==> config.mk <==
export PLATFORM = sky130hd
export DESIGN_NAME = ifetch_ctrl
export DESIGN_NICKNAME = d
export VERILOG_FILES = /design/src/rtl/ifetch_ctrl.sv
export SDC_FILE = /design/constraint.sdc
export NUM_CORES = 1
export LEC_CHECK = 0
export CORE_AREA = 4 4 113 115
export DETAILED_ROUTE_END_ITERATION = 8
export DIE_AREA = 0 0 117 119
export PLACE_DENSITY = 0.81
export SLEW_MARGIN = 40
export SYNTH_ARGS = -nofsm -noshare
export SYNTH_HDL_FRONTEND = slang
export SYNTH_SLANG_ARGS = --single-unit
export TNS_END_PERCENT = 50
==> constraint.sdc <==
create_clock -name clock -period 4.3 [get_ports clock]
set_input_delay 1.075 -clock clock [delete_from_list [all_inputs] [get_ports clock]]
set_output_delay 1.075 -clock clock [all_outputs]
set_load 0.01 [all_outputs]
==> src/rtl/ifetch_ctrl.sv <==
// Instruction-fetch controller: probes the I-cache, refills it from memory on a miss.
// Optional lookup counters are enabled with `define IFETCH_PERF_EN.
module ifetch_ctrl (
  input  logic        clock,
  input  logic        reset,
  input  logic        fetch_req_valid,
  output logic        fetch_req_ready,
  input  logic [29:0] fetch_addr,
  output logic        fetch_resp_valid,
  input  logic        fetch_resp_ready,
  output logic [31:0] fetch_resp_data,
  output logic        ic_req_valid,
  output logic        ic_wen,
  output logic [29:0] ic_addr,
  output logic [31:0] ic_wdata,
  input  logic        ic_is_hit,
  input  logic [31:0] ic_rdata,
  input  logic        ic_resp_valid,
  output logic        mem_req_valid,
  input  logic        mem_req_ready,
  output logic [31:0] mem_addr,
  input  logic        mem_resp_valid,
  input  logic [31:0] mem_resp_data,
  output logic [31:0] hit_count,
  output logic [31:0] miss_count
);

  typedef enum logic [2:0] {
    IDLE      = 3'd0,
    LOOKUP    = 3'd1,
    MISS_REQ  = 3'd2,
    MISS_WAIT = 3'd3,
    FILL      = 3'd4,
    RESP      = 3'd5
  } state_t;

  state_t      state_q;
  logic [29:0] addr_q;
  logic [31:0] data_q;
  logic        req_ready_q;
  logic        resp_valid_q;
  logic        ic_req_q;
  logic        ic_wen_q;
  logic        mem_req_q;

  // Control flags are set on the same edge as the state they belong to.
  always_ff @(posedge clock) begin
    if (reset) begin
      state_q      <= IDLE;
      addr_q       <= 30'd0;
      data_q       <= 32'd0;
      req_ready_q  <= 1'b1;
      resp_valid_q <= 1'b0;
      ic_req_q     <= 1'b0;
      ic_wen_q     <= 1'b0;
      mem_req_q    <= 1'b0;
    end else begin
      case (state_q)
        IDLE: begin
          if (fetch_req_valid) begin
            addr_q      <= fetch_addr;
            req_ready_q <= 1'b0;
            ic_req_q    <= 1'b1;
            state_q     <= LOOKUP;
          end
        end
        LOOKUP: begin
          ic_req_q <= 1'b0;
          if (ic_is_hit) begin
            data_q       <= ic_rdata;
            resp_valid_q <= 1'b1;
            state_q      <= RESP;
          end else begin
            mem_req_q <= 1'b1;
            state_q   <= MISS_REQ;
          end
        end
        MISS_REQ: begin
          if (mem_req_ready) begin
            mem_req_q <= 1'b0;
            state_q   <= MISS_WAIT;
          end
        end
        MISS_WAIT: begin
          if (mem_resp_valid) begin
            data_q   <= mem_resp_data;
            ic_wen_q <= 1'b1;
            state_q  <= FILL;
          end
        end
        FILL: begin
          ic_wen_q     <= 1'b0;
          resp_valid_q <= 1'b1;
          state_q      <= RESP;
        end
        RESP: begin
          if (fetch_resp_ready) begin
            resp_valid_q <= 1'b0;
            req_ready_q  <= 1'b1;
            state_q      <= IDLE;
          end
        end
        default: begin
          state_q      <= IDLE;
          req_ready_q  <= 1'b1;
          resp_valid_q <= 1'b0;
          ic_req_q     <= 1'b0;
          ic_wen_q     <= 1'b0;
          mem_req_q    <= 1'b0;
        end
      endcase
    end
  end

  assign fetch_req_ready  = req_ready_q;
  assign fetch_resp_valid = resp_valid_q;
  assign fetch_resp_data  = data_q;
  assign ic_req_valid     = ic_req_q;
  assign ic_wen           = ic_wen_q;
  assign ic_addr          = addr_q;
  assign ic_wdata         = data_q;
  assign mem_req_valid    = mem_req_q;
  assign mem_addr         = {addr_q, 2'b00};

  // The cache response strobe is informational only.
  logic unused_ic_resp_s;
  assign unused_ic_resp_s = ic_resp_valid;

`ifdef IFETCH_PERF_EN
  logic [31:0] hit_q;
  logic [31:0] miss_q;

  // One count per LOOKUP cycle, wrapping naturally at 2^32.
  always_ff @(posedge clock) begin
    if (reset) begin
      hit_q  <= 32'd0;
      miss_q <= 32'd0;
    end else if (state_q == LOOKUP) begin
      if (ic_is_hit) begin
        hit_q <= hit_q + 32'd1;
      end else begin
        miss_q <= miss_q + 32'd1;
      end
    end
  end

  assign hit_count  = hit_q;
  assign miss_count = miss_q;
`else
  assign hit_count  = 32'd0;
  assign miss_count = 32'd0;
`endif

endmodule

# Yosys cells after proc, flatten, opt, wreduce, memory -nomap -nowiden
# Index checks and enable logic that the tools add are counted.
dict set report word_totals {
  input_bits 102
  output_inout_bits 195
  ff_bits 70
}
dict set report op_classes {
  reduce_logical 15
  eq_ne 11
  bitwise 5
  mux 22
}
# op count
set op_table {}
lappend op_table {{2-to-1 mux 32 bit} 2}
lappend op_table {{case mux 32 bit (2 select lines)} 1}
lappend op_table {{case mux 3 bit (6 select lines)} 1}
lappend op_table {{OR reduction 4 bit} 4}
lappend op_table {{2-to-1 mux 3 bit} 5}
lappend op_table {{inequality test 2 bit, second input constant} 6}
lappend op_table {{AND reduction 3 bit} 4}
lappend op_table {{2-to-1 mux 1 bit} 8}
lappend op_table {{equality test 3 x 2 -> 1 bit, second input constant} 2}
lappend op_table {{equality test 3 bit, second input constant} 2}
lappend op_table {{case mux 1 bit (3 select lines)} 2}
lappend op_table {{AND reduction 2 bit} 3}
lappend op_table {{NOT 1 bit} 5}
lappend op_table {{case mux 1 bit (2 select lines)} 2}
lappend op_table {{case mux 1 bit (4 select lines)} 1}
lappend op_table {{AND reduction 4 bit} 1}
lappend op_table {{equality test 3 x 1 -> 1 bit, second input constant} 1}
lappend op_table {{zero test 3 bit} 1}
lappend op_table {{OR reduction 3 bit} 1}
lappend op_table {{nonzero test 2 bit} 1}

# Depth between registers and ports, before layout
# Gate-level depths: netlist (run 1).
dict set report logic_depth {
  ltp_word 4
  mapped_depth 6
  depth_no_buf 4
}

# Worst setup path after synthesis (run 1)
# No wires, ideal clock.
dict set report synth_path {
  path_kind {in2reg}
  startpoint {input ic_is_hit}
  endpoint {register data_q[17], in the netlist fetch_resp_data[17]}
  path_slack_ns 2.256
  t_arrival_ns 1.955
  stages 5
  n_path_buf 2
  path_cell_list {mux2_4 -> and2_1 -> buf_6 -> buf_6 -> a311oi_2}
}
dict set report synth_via {
  elab_chain_len 2
}
# element line_no
set synth_lines {}
lappend synth_lines {{start: declaration} 16} ;# input logic ic_is_hit,
lappend synth_lines {{inequality test 2 bit (no line)} --}
lappend synth_lines {{AND reduction 3 bit (no line)} --}
lappend synth_lines {{end signal: assignment} 70} ;# data_q <= ic_rdata;
lappend synth_lines {{end signal: assignment} 86} ;# data_q <= mem_resp_data;
lappend synth_lines {{end: declaration} 39} ;# logic [31:0] data_q;
# Every way passes these cells.
# A chain may end at the register's enable or synchronous reset.

# Final worst setup path (run 1)
dict set report layout_path {
  startpoint {input fetch_req_valid}
  endpoint {register addr_q[4], in the netlist ic_addr[4]}
}
dict set report layout_via {
  elab_chain_len 1
}
# element line_no
set layout_lines {}
lappend layout_lines {{start: declaration} 6} ;# input logic fetch_req_valid,
lappend layout_lines {{AND reduction 2 bit (no line)} --}
lappend layout_lines {{end signal: assignment} 61} ;# addr_q <= fetch_addr;
lappend layout_lines {{end: declaration} 38} ;# logic [29:0] addr_q;
# Every way passes these cells.

==> impl_summary.md, run 1 <==
Status
The run finished with clean final reports.

Place
Routability-driven placement finished with a final weighted congestion of 0.782. The pre-CTS setup slack is 1.30 ns. The count of buffers added on input and output ports is 229. The total half-perimeter wirelength after legalization and detailed placement is 8880 um. The total instance count after detailed placement is 780.

STA
The hold violation count in the final report was 0. The post-route clock skew is 0.00888 ns. The accumulated negative setup slack is 0 ns. The worst path needs 2.67 ns of the cycle, external delays included.

Setup repair after global routing left no endpoint under its margin. The worst hold-check slack is 0.440 ns. At the pin with the least slew margin, the transition time is 0.637 ns.

The final number of max-transition violations is 0. Measured against its own limit, the worst slew margin works out to 57.5%. The achievable frequency is 0.375 GHz.

The part of the cycle the worst path needs is 62.0%. Setup violations remaining at the end of the flow were counted as 0. The worst path meets setup with 1.63 ns of slack.

Hold path
The class of the tightest hold or removal check is reg -> reg.

Drt
Dividing the detail-routed via count by the number of cells gives 4.64. The first-pass iteration count of the detailed router is 5. The detailed router placed 3691 vias in this run. In the routed design, unresolved DRC markers number 0.

The routed wire length is 11900 um. In this run, the number of DRC markers left after iteration 0 of detailed routing was 190. The count of nets left with antenna violations once routing finished came out at 0. In the final routed layout, each cell accounts on average for 14.9 um.

Pwr
The worst IR drop on VDD is 141 uV. The analysis attributes to cell leakage a power of 2.22 nW. The power density over the cells is 351 nW/um2.

Yosys
The fraction of post-synthesis cell area in the top cell type by area is 34.0%. Yosys printed 0 warnings. By area, the combinational part of the netlist is dominated by buffers and inverters. The adder-cell area share of the yosys netlist is 0.304%. The number of storage elements in the synthesis netlist is 70. The most used flip-flop cell after synthesis is sky130_fd_sc_hd__dfxtp_1. Counting flops with a built-in enable in the synthesized netlist gives 0. The fraction of synthesized cell area in xor and xnor cells is 0%. By area the synthesized netlist is led by sky130_fd_sc_hd__dfxtp_1, sky130_fd_sc_hd__buf_4, sky130_fd_sc_hd__nand2_1, sky130_fd_sc_hd__a311oi_2, sky130_fd_sc_hd__a21oi_1. The post-synthesis area per instance is 8.26 um2. The combined area of all synthesized cells is 4120 um2.

The basic-gate share of the synthesized area counting and, or, nand and nor cells is 15.1%. In the synthesized netlist, mux cells make up 1.12% of the area. The register area share after synthesis is 34.0%.

The share of flip-flops with an asynchronous set or reset is 0%. Synthesis handed over a netlist of 499 instances. The compound-cell area share of the yosys netlist is 21.1%. The cell taking the most area after synthesis is sky130_fd_sc_hd__dfxtp_1. The number of different library cells used by synthesis comes to 35.

Clocking
The tree built by TritonCTS fans out to 70 sinks. The maximum root-to-sink buffer count is 2. The root buffer cell chosen for the clock tree is sky130_fd_sc_hd__clkbuf_16.

The clock reaches the later pin of the worst-skew pair after 0.32 ns. The clock tree synthesis step divided the H-tree into 3 levels. The total CTS buffers is 9.

After clock tree synthesis, the flow added hold-fix buffers numbering 0. The clock-pin slew of the registers on the worst-case setup and hold paths is 0.06 ns. The TritonCTS clock tree is yes. Once the clock tree was built, the setup fixing pass inserted 0 buffers. The quantity of gates resized following cts is 0.

Layout
The area growth from synthesis to layout is 45.5%. The combined flip-flop and latch cell area is 1400 um2. After filler insertion, the fill cell instance count of the layout stands at 1090. The non-filler instance count after layout is 796. The post-layout net count is 747. Measured on the finished design, the core utilization comes to 50.8%. The fraction of layout cells with a size suffix above 1 is 8.63%. 0 antenna diodes ended up in the layout. The multi-input logic area is 1820 um2.

Worst setup path
In this run the critical register-to-register path is launched from state_q[1]$_SDFFE_PP0P_. At the worst endpoint, the arrival time is 2.85 ns. The worst register-to-register path has a depth of 3. For the worst setup path, the data required time is 4.48 ns. Among all stages on the critical path, the largest delay is contributed by sky130_fd_sc_hd__or4b_2. The signal on the critical path passes through clkdlybuf4s50_1, or4b_2, nand2_1, a21oi_1. The setup slack of the worst register-to-register path is 2.14 ns. On the worst path, the slowest cell contributes a delay of 0.94 ns.

The type of destination of the critical path is a flop. The endpoint of the most critical setup path is ic_addr[4]$_SDFFE_PP0P_. By startpoint and endpoint, the worst setup path is classified as in -> reg. Along the worst path, the maximum fanout reaches 31. The worst setup path is launched from an input port. The origin of the worst setup path is fetch_req_valid.

The end of the worst register-to-register path is fetch_resp_data[28]$_SDFFE_PP0P_.

Floorplan
The die is 117 um wide. The vertical die dimension is 119 um. The floorplan has 40 rows. The initial core utilization is 34.9%.

The die covers 13900 um2. The core outline area is 11800 um2. In this run the count of I/O pins placed on the die edge is 297.

GRT
The largest net degree at the start of global routing is 36. The leftover overflow at the end of global routing is 0. Global routing consumed, over all layers together, 16.1% of the routing resources. The via count of the first global-routing pass is 3644. The number of antenna violations at the first check in global routing is 0. The first-pass GRT wire length is 18100 um.

Flow run
Across the run, the number of max-cap violations was 0.
[cell usage after synthesis (3+ instances only)]
library cell                 n
sky130_fd_sc_hd__nand2_1   127
sky130_fd_sc_hd__nand3b_1    3
sky130_fd_sc_hd__nor2_1      4
sky130_fd_sc_hd__buf_4     128
sky130_fd_sc_hd__a21oi_1    67
sky130_fd_sc_hd__buf_2      14
sky130_fd_sc_hd__buf_6       5
sky130_fd_sc_hd__clkbuf_1   17
sky130_fd_sc_hd__a311oi_2   30
sky130_fd_sc_hd__inv_1       3
sky130_fd_sc_hd__dfxtp_1    70
[cell type report]
type,count,share of cell area (%)
timing repair buffer,233,38.6
multi-input combinational,327,30.3
sequential,70,23.4
clock buffer,10,3.82
tap,147,3.07
clock inverter,6,0.647
inverter,3,0.188
[sequential cells by signal, indices dropped and copies added, names as in the netlist]
register / cells
state_q: 3
fetch_resp_valid: 1
ic_addr: 30
fetch_req_ready: 1
ic_wen: 1
ic_req_valid: 1
fetch_resp_data: 32
mem_req_valid: 1
[power by group]
group | leakage (nW) | internal (mW) | switching (mW)
clock | 0.128 | 0.388 | 0.278
combinational | 1.52 | 0.360 | 0.302
sequential | 0.573 | 0.715 | 0.0635
total | 2.22 | 1.46 | 0.644
[worst min-delay path by stage]
stage	start	end	slack, ns	depth (start not counted)
after floorplan	fetch_req_ready$_SDFFE_PP1P_	fetch_req_ready$_SDFFE_PP1P_	0.47	2
after global placement	fetch_req_ready$_SDFFE_PP1P_	fetch_req_ready$_SDFFE_PP1P_	0.44	2
after detailed placement	fetch_req_ready$_SDFFE_PP1P_	fetch_req_ready$_SDFFE_PP1P_	0.44	2
after CTS	fetch_req_ready$_SDFFE_PP1P_	fetch_req_ready$_SDFFE_PP1P_	0.45	2
after global routing	fetch_req_ready$_SDFFE_PP1P_	fetch_req_ready$_SDFFE_PP1P_	0.46	2
final	fetch_req_ready$_SDFFE_PP1P_	fetch_req_ready$_SDFFE_PP1P_	0.44	2
[routing by layer]
metal,track usage (%),wire (um)
met1,17.3,4440
met2,30.2,6120
met3,3.96,1160
met4,5.23,162
met5,0,0
[stage by stage]
stage	power, mW	instance area [um2]
after global placement	1.44	5730
after CTS	2.13	6000
after global routing	2.22	6000
after detailed placement	1.46	5730
after floorplan	1.21	4370
final	2.11	6000
[cell families after synthesis]
logic type | Yosys count
compound gates | 108
simple gates | 148
buf+inv | 167
flops | 70
other cells | 1
fa+ha+maj | 1
mux | 4
[layout by cell type (no fill, tap or decap), types with 2 or more instances in the layout]
| master | n |
|---|---|
| sky130_fd_sc_hd__o21a_1 | 2 |
| sky130_fd_sc_hd__mux2i_1 | 2 |
| sky130_fd_sc_hd__buf_4 | 4 |
| sky130_fd_sc_hd__a311oi_2 | 30 |
| sky130_fd_sc_hd__dfxtp_1 | 70 |
| sky130_fd_sc_hd__inv_1 | 3 |
| sky130_fd_sc_hd__conb_1 | 66 |
| sky130_fd_sc_hd__a211oi_1 | 2 |
| sky130_fd_sc_hd__nand3_1 | 2 |
| sky130_fd_sc_hd__nor3_1 | 2 |
| sky130_fd_sc_hd__clkbuf_16 | 9 |
| sky130_fd_sc_hd__clkdlybuf4s50_1 | 228 |
| sky130_fd_sc_hd__nand3b_1 | 3 |
| sky130_fd_sc_hd__clkinv_2 | 3 |
| sky130_fd_sc_hd__a21oi_1 | 67 |
| sky130_fd_sc_hd__nand2_1 | 127 |
| sky130_fd_sc_hd__clkinvlp_4 | 2 |
| sky130_fd_sc_hd__a311oi_1 | 2 |
| sky130_fd_sc_hd__nor2_1 | 4 |
[critical path, delay by kind of cell]
kind | cells | cell delay (ns)
simple gates | 2 | 1.12
buf+inv | 1 | 0.57
compound gates | 1 | 0.08
No activity file was read; power rests on OpenSTA's default activity.
==> run 2, diff against run 1 <==
--- a/config.mk
+++ b/config.mk
@@ -5,10 +5,10 @@
 export SDC_FILE = /design/constraint.sdc
 export NUM_CORES = 1
 export LEC_CHECK = 0
-export CORE_AREA = 4 4 113 115
+export CORE_MARGIN = 4
+export CORE_UTILIZATION = 32
 export DETAILED_ROUTE_END_ITERATION = 8
-export DIE_AREA = 0 0 117 119
-export PLACE_DENSITY = 0.81
+export PLACE_DENSITY = 0.78
 export SLEW_MARGIN = 40
 export SYNTH_ARGS = -nofsm -noshare
 export SYNTH_HDL_FRONTEND = slang
==> constraint.sdc (replaced) <==
create_clock -name clock -period 2.4 [get_ports clock]
set_input_delay 0.6 -clock clock [delete_from_list [all_inputs] [get_ports clock]]
set_output_delay 0.6 -clock clock [all_outputs]
set_load 0.01 [all_outputs]
==> run 2 against run 1 <==
Count of clock-buffer cells in the layout increased by 1; clock power is 88% higher; highest routed layer unchanged; non-clock buffer count grew 7; via count fell by 1.2%; total power rose by 83%; largest cell class unchanged; sequential power grew 80%; die area is 6.0% higher; final area up 2.4%; critical path depth down 3; global-route usage fell by 1.2 points; largest power group unchanged; flip-flop and latch count is the same; first-iteration DRC count down 16%.
==> impl_summary.md, run 2 (synthesis results as in run 1) <==
Status
The flow ran to the end, and the final reports show no timing, DRC or antenna violations.

Drt
The number of vias per cell after detailed routing is 4.41 (-5.0%). The routed wire length per instance is 14.2 um (-5.0%). The first-pass iteration count of the detailed router came to 4 (-1). The routed wire length is 11700 um (-1.2%). The count of unresolved DRC violations after routing is 0 (unchanged).

The initial DRC count is 160 (-16%). The number of vias after detailed routing came to 3648 (-1.2%). The number of nets with antenna violations after routing is 0 (unchanged).

Clocking
The number of post-CTS setup repair buffers was 0 (unchanged). The clock tree root buffer cell is sky130_fd_sc_hd__clkbuf_16. The number of hold buffers added after CTS is 0 (unchanged).

The maximum root-to-sink buffer count was 2 (unchanged). The total CTS buffers is 9 (unchanged). The clock-pin slew of the registers on the worst-case setup and hold paths is 0.06 ns (about the same). The number of clock sinks seen by CTS is 70 (unchanged). The clock insertion delay at the later pin of the skew report is 0.33 ns (about the same).

The quantity of gates resized following cts came to 0 (unchanged). TritonCTS built the clock tree. The deepest level of the CTS H-tree is 3 (unchanged).

Pwr
The standby leakage power came to 2.29 nW (+3.2%). The worst IR drop on VDD is 272 uV (+93%). The power density over the cells is 629 nW/um2 (+79%).

STA
The accumulated negative setup slack was 0 ns (unchanged). The tightest slew margin relative to the limit is 58.6% (+1.1 points). The hold violation count in the final report was 0 (unchanged).

Dividing the final minimum period by the clock period gives 80.7%. The final number of max-transition violations is 0 (unchanged). Setup repair after global routing left no endpoint under its margin. The achievable frequency is 0.516 GHz. Subtracting the final worst setup slack from the clock period gives 1.94 ns.

The setup violation total in the final timing report is 0 (unchanged). The actual slew at the worst max-slew pin was 0.621 ns (-0.0167 ns). The post-route clock skew is 0.00800 ns (-0.000876 ns).

Place
The placer's final routability congestion estimate came to 0.751 (-3.9%). The port buffer count is 229 (unchanged). The total half-perimeter wirelength after legalization and detailed placement was 8970 um (+0.96%).

Worst setup path
The worst-path maximum fanout is 3 (-90%). The arrival time at the worst endpoint is 1.34 ns (-1.51 ns). The required time at the endpoint of the critical path is 1.80 ns (-2.68 ns). The peak per-stage delay on the critical path was 0.58 ns (-0.36 ns). Traced cell by cell, the critical path runs through clkdlybuf4s50_1.

The cell at the slowest stage of the critical path is sky130_fd_sc_hd__clkdlybuf4s50_1. The type of destination of the critical path is an output pin. In this design, the largest share of critical-path delay is due to buffers and inverters. The setup slack of the worst register-to-register path is 0.56 ns (-1.58 ns). The kind of start point of the critical path is a flop. The number of buffers and inverters on the critical path is 1 (unchanged). The category of the critical setup timing path is reg -> out.

Floorplan
The area of the die is 14800 um2 (+6.0%). The core outline area came to 12600 um2 (+6.8%). The row count came to 41 (+2.5%). The initial core utilization is 32.7% (-2.2 points). The top-level port count is 297 (unchanged). The die boundary width is 121 um (+3.8%). The vertical die dimension is 121 um (+2.1%).

Layout
The fill cell instance count of the final layout came to 1221 (+12%). The number of flip-flops under the largest register name is 32 (unchanged). In the layout the commonest cells are sky130_fd_sc_hd__clkdlybuf4s50_1, sky130_fd_sc_hd__nand2_1, sky130_fd_sc_hd__dfxtp_1.

The fraction of layout cells with a size suffix above 1 is 9.45% (+0.82 points). The final core utilization is 48.7% (-2.1 points). Leaving out fill and tap cells, the most frequent cell in the layout is sky130_fd_sc_hd__clkdlybuf4s50_1. The post-layout net count is 754 (+0.94%).

The area growth from synthesis to layout is 49.0%. The count of antenna diodes in the layout is 0 (unchanged).

GRT
The first-pass GRT wire length was 17600 um (-2.8%). The via count of the first global-routing pass is 3434 (-5.8%). The number of antenna violations at the first check in global routing came to 0 (unchanged). The leftover overflow at the end of global routing came to 0 (unchanged). The largest net degree at the start of global routing was 39 (+8.3%). The combined global-route utilization of all metal layers is 14.9% (-1.2 points).

Hold path
The worst hold path belongs to the class reg -> reg.

Flow run
The count of max-cap constraint violations is 0 (unchanged).
==> run 2: final timing paths <==
kind | to | startpoint | cells past startpoint
hold reg to reg | fetch_req_ready$_SDFFE_PP1P_ | fetch_req_ready$_SDFFE_PP1P_ | 2
setup / recovery | fetch_resp_data[31] | fetch_resp_data[31]$_SDFFE_PP0P_ | 1
setup reg to reg | fetch_resp_data[12]$_SDFFE_PP0P_ | state_q[1]$_SDFFE_PP0P_ | 4
hold / removal | fetch_req_ready$_SDFFE_PP1P_ | fetch_req_ready$_SDFFE_PP1P_ | 2
==> run 2: metrics by stage <==
stage | worst slack (ns) | std cells | hold WS [ns] | area, um2 | total power [mW]
6_report | 0.462 | 828 | 0.440 | 6140 | 3.86
5_1_grt | 0.397 | 828 | 0.485 | 6140 | 4.08
4_1_cts | 0.407 | 828 | 0.445 | 6140 | 3.92
3_5_place_dp | 0.231 | 812 | 0.439 | 5860 | 2.65
3_3_place_gp | 0.261 | 812 | 0.434 | 5860 | 2.63
2_1_floorplan | 0.831 | 564 | 0.467 | 4370 | 2.16
==> run 2: per-layer routing <==
layer	track usage, %	part of all wire [%]
met1	17.5	40
met2	26.7	50
met3	3.96	8.9
met4	3.99	0.85
met5	0	0
==> run 2: area by class of cell <==
class                           instances  area [um2]  share of cell area (%)
Sequential cell                        70        1400                    22.8
Timing Repair Buffer                  240        2410                    39.2
Multi-Input combinational cell        327        1820                    29.6
Inverter                                3        11.3                   0.183
Clock buffer                           11         253                    4.11
Clock inverter                          5        32.5                   0.530
Tap cell                              172         215                    3.50
==> run 2: power breakdown <==
part	leakage, nW	total [mW]	internal, mW	switching [mW]
combinational	1.57	1.21	0.673	0.540
sequential	0.573	1.40	1.28	0.118
clock	0.146	1.25	0.755	0.494
total	2.29	3.86	2.71	1.15
==> run 2: worst register-to-register path: stages (launching register included) <==
cell and delay [ns]:
sky130_fd_sc_hd__dfxtp_1 0.71, sky130_fd_sc_hd__mux2_4 0.38, sky130_fd_sc_hd__and2_2 0.20, sky130_fd_sc_hd__buf_4 0.23, sky130_fd_sc_hd__a311oi_1 0.25
==> run 3, diff against run 2 <==
==> constraint.sdc (replaced) <==
create_clock -name clock -period 1.77 [get_ports clock]
set_input_delay 0.4425 -clock clock [delete_from_list [all_inputs] [get_ports clock]]
set_output_delay 0.4425 -clock clock [all_outputs]
set_load 0.01 [all_outputs]
==> run 3 against run 2 <==
Setup slack worse by 0.42 ns; combinational power up 40%; total power grew 43%; critical path type unchanged; highest routed layer unchanged; critical endpoint is now fetch_resp_data[0]; core utilization rose by 1.5 points; clock power up 56%; flip-flop and latch count is the same; non-clock buffer count increased by 9.
==> impl_summary.md, run 3 (synthesis results as in run 1) <==
Worst setup path
The startpoint of the most critical register-to-register path is state_q[1]$_SDFFE_PP0P_. Traced cell by cell, the critical path runs through clkdlybuf4s50_1. The setup slack of the worst register-to-register path came to 0.10 ns (-0.46 ns). The dominant delay contributor by cell family on the critical path is buffers and inverters.

On the critical path, the stage with the largest delay is an instance of sky130_fd_sc_hd__clkdlybuf4s50_1. The count of cells along the worst register-to-register path came to 4 (unchanged). STA classifies the critical path endpoint as an output pin. The peak per-stage delay on the critical path was 0.57 ns (about the same). The worst-path maximum fanout is 3 (unchanged). In this run the critical register-to-register path is captured at fetch_resp_data[13]$_SDFFE_PP0P_. The required time at the endpoint of the critical path is 1.33 ns (-0.47 ns). The number of buffers and inverters on the critical path was 1 (unchanged). The kind of start point of the critical path is a flop. The category of the critical setup timing path is reg -> out. The arrival time at the worst endpoint is 1.28 ns (-0.06 ns).

STA
The post-route clock skew is 0.00610 ns (-0.00190 ns). Timing would allow up to 0.580 GHz. The final critical delay including setup and external delays is 1.73 ns. The final number of max-transition violations is 0 (unchanged).

The part of the cycle the worst path needs is 97.5%. The setup violation total in the final timing report is 0 (unchanged). Setup repair after global routing left no endpoint under its margin. The hold violation count in the final report is 0 (unchanged).

Drt
The number of vias per cell after detailed routing came to 4.40 (about the same). The routed wire length came to 12000 um (+2.6%). The number of vias after detailed routing is 3684 (+0.99%). The routed wire length per instance is 14.4 um (+1.5%).

The number of nets with antenna violations after routing was 0 (unchanged). The initial DRC count is 146 (-8.8%). The count of unresolved DRC violations after routing is 0 (unchanged).

The first-pass iteration count of the detailed router is 4 (unchanged).

Hold path
The startpoint identified for the worst hold timing path is fetch_req_ready$_SDFFE_PP1P_. The endpoint of the worst hold-timing path is fetch_req_ready$_SDFFE_PP1P_. The path class of the tightest hold or removal check is reg -> reg. The depth of the worst hold-timing path is 2 (unchanged).

Layout
The post-layout net count is 763 (+1.2%). The layout overhead on the synthesized area is 53.5%. The number of flip-flops under the largest register name came to 32 (unchanged). The count of antenna diodes in the layout is 0 (unchanged). The fraction of layout cells with a size suffix above 1 is 11.0% (+1.5 points).

The non-filler instance count after layout is 837 (+1.1%). The library cell used most frequently in the layout, excluding fill and tap cells, is sky130_fd_sc_hd__clkdlybuf4s50_1. The final core utilization is 50.1% (+1.5 points). The final design instance area without fill is 6330 um2 (+3.0%). Leaving out fill and tap cells, the most frequent cells in the layout are sky130_fd_sc_hd__clkdlybuf4s50_1, sky130_fd_sc_hd__nand2_1, sky130_fd_sc_hd__dfxtp_1.

Place
The port buffer count is 229 (unchanged). The total instance count after detailed placement came to 821 (+1.1%). The placer's final routability congestion estimate was 0.766 (+2.0%).

The post-placement cell area is 5990 um2 (+2.2%). The total half-perimeter wirelength after legalization and detailed placement came to 9220 um (+2.9%).

Clocking
CTS placed an instance of sky130_fd_sc_hd__clkbuf_16 at the clock tree root. The clock insertion delay at the later pin of the skew report was 0.33 ns (about the same). The number of clock sinks seen by CTS is 70 (unchanged). The TritonCTS clock tree is yes. The number of hold buffers added after CTS is 0 (unchanged). The number of post-CTS setup repair buffers came to 0 (unchanged).

The total CTS buffers is 9 (unchanged). The maximum root-to-sink buffer count is 2 (unchanged). The clock-pin slew of the registers on the worst-case setup and hold paths is 0.06 ns (about the same). The deepest level of the CTS H-tree is 3 (unchanged).

GRT
The first-pass GRT wire length is 17600 um (+0.35%). The number of antenna violations at the first check in global routing is 0 (unchanged). The leftover overflow at the end of global routing is 0 (unchanged). The via count of the first global-routing pass is 3469 (+1.0%). The largest net degree at the start of global routing was 33 (-15%).

The combined global-route utilization of all metal layers was 15.1% (+0.17 points).

Floorplan
The area of the die is 14800 um2 (unchanged). The core outline area is 12600 um2 (unchanged). The top-level port count was 297 (unchanged). The die boundary width is 121 um (unchanged). The row count is 41 (unchanged). The vertical die dimension is 121 um (unchanged). The initial core utilization is 32.7% (unchanged).

Pwr
The power density over the cells was 875 nW/um2 (+39%). The worst IR drop on VDD is 440 uV (+62%). The standby leakage power is 2.49 nW (+8.6%). The total power draw is 5.54 mW (+43%).

Status
The flow ran to the end, and the final reports show no timing, DRC or antenna violations.

Flow run
The count of max-cap constraint violations is 0 (unchanged).
[run 3: cell types whose count changed in the layout (fill, tap and decap cells not counted), sizes merged]
| cell | change |
|---|---|
| clkdlybuf4s50 | -7 |
| dlymetal6s2s | +7 |
| inv | +1 |
| clkinvlp | +1 |
| clkinv | -2 |
| clkbuf | -2 |
| buf | +9 |
| bufinv | +2 |
[run 3: routing by layer]
metal  wire [um]  track usage (%)
met5           0                0
met4          88             3.99
met3        1060             4.15
met2        6120             26.9
met1        4770             17.7
[run 3: stage by stage]
stage / setup slack (ns) / hold slack [ns] / setup TNS (ns)
after global placement: -0.172 / 0.433 / -9.25
after global routing: 0.00246 / 0.470 / 0
final: 0.0450 / 0.441 / 0
after detailed placement: -0.200 / 0.437 / -10.22
after floorplan: 0.353 / 0.467 / 0
after CTS: 0.0100 / 0.447 / 0
[run 3: final cells by class]
class,count,area [um2]
multi-input combinational,327,1820
clock buffer,9,225
clock inverter,7,95.1
sequential,70,1400
fill,1178,6290
inverter,3,11.3
timing repair buffer,249,2560
tap,172,215
[run 3: how the worst max path moves through the flow]
stage                                     start  cells after the start                               end  slack, ns
4_1_cts        fetch_resp_data[21]$_SDFFE_PP0P_                      1               fetch_resp_data[21]       0.01
2_1_floorplan           state_q[1]$_SDFFE_PP0P_                      6  fetch_resp_data[17]$_SDFFE_PP0P_       0.35
5_1_grt                 state_q[1]$_SDFFE_PP0P_                      4  fetch_resp_data[13]$_SDFFE_PP0P_      0.002
6_report        fetch_resp_data[0]$_SDFFE_PP0P_                      1                fetch_resp_data[0]       0.04
3_5_place_dp                          ic_is_hit                      5  fetch_resp_data[12]$_SDFFE_PP0P_      -0.20
3_3_place_gp                    fetch_req_valid                      5           ic_addr[7]$_SDFFE_PP0P_      -0.17
[run 3: tightest hold or removal path, cell delays in order, from the launching register on]
cell and delay [ns]:
sky130_fd_sc_hd__dfxtp_1 0.31, sky130_fd_sc_hd__nand2_1 0.05, sky130_fd_sc_hd__nand2_1 0.04
[run 3: repair_timing]
| item | CTS | global route |
|---|---|---|
| gates cloned | 0 | 0 |
| endpoints found under the setup margin | 2 | 10 |
| resized for setup | 1 | 8 |
[run 3: report_power, final]
part / leakage, nW / internal [mW] / switching [mW]
Clock: 0.156 / 1.24 / 0.710
Sequential: 0.574 / 1.74 / 0.149
Combinational: 1.76 / 0.948 / 0.754
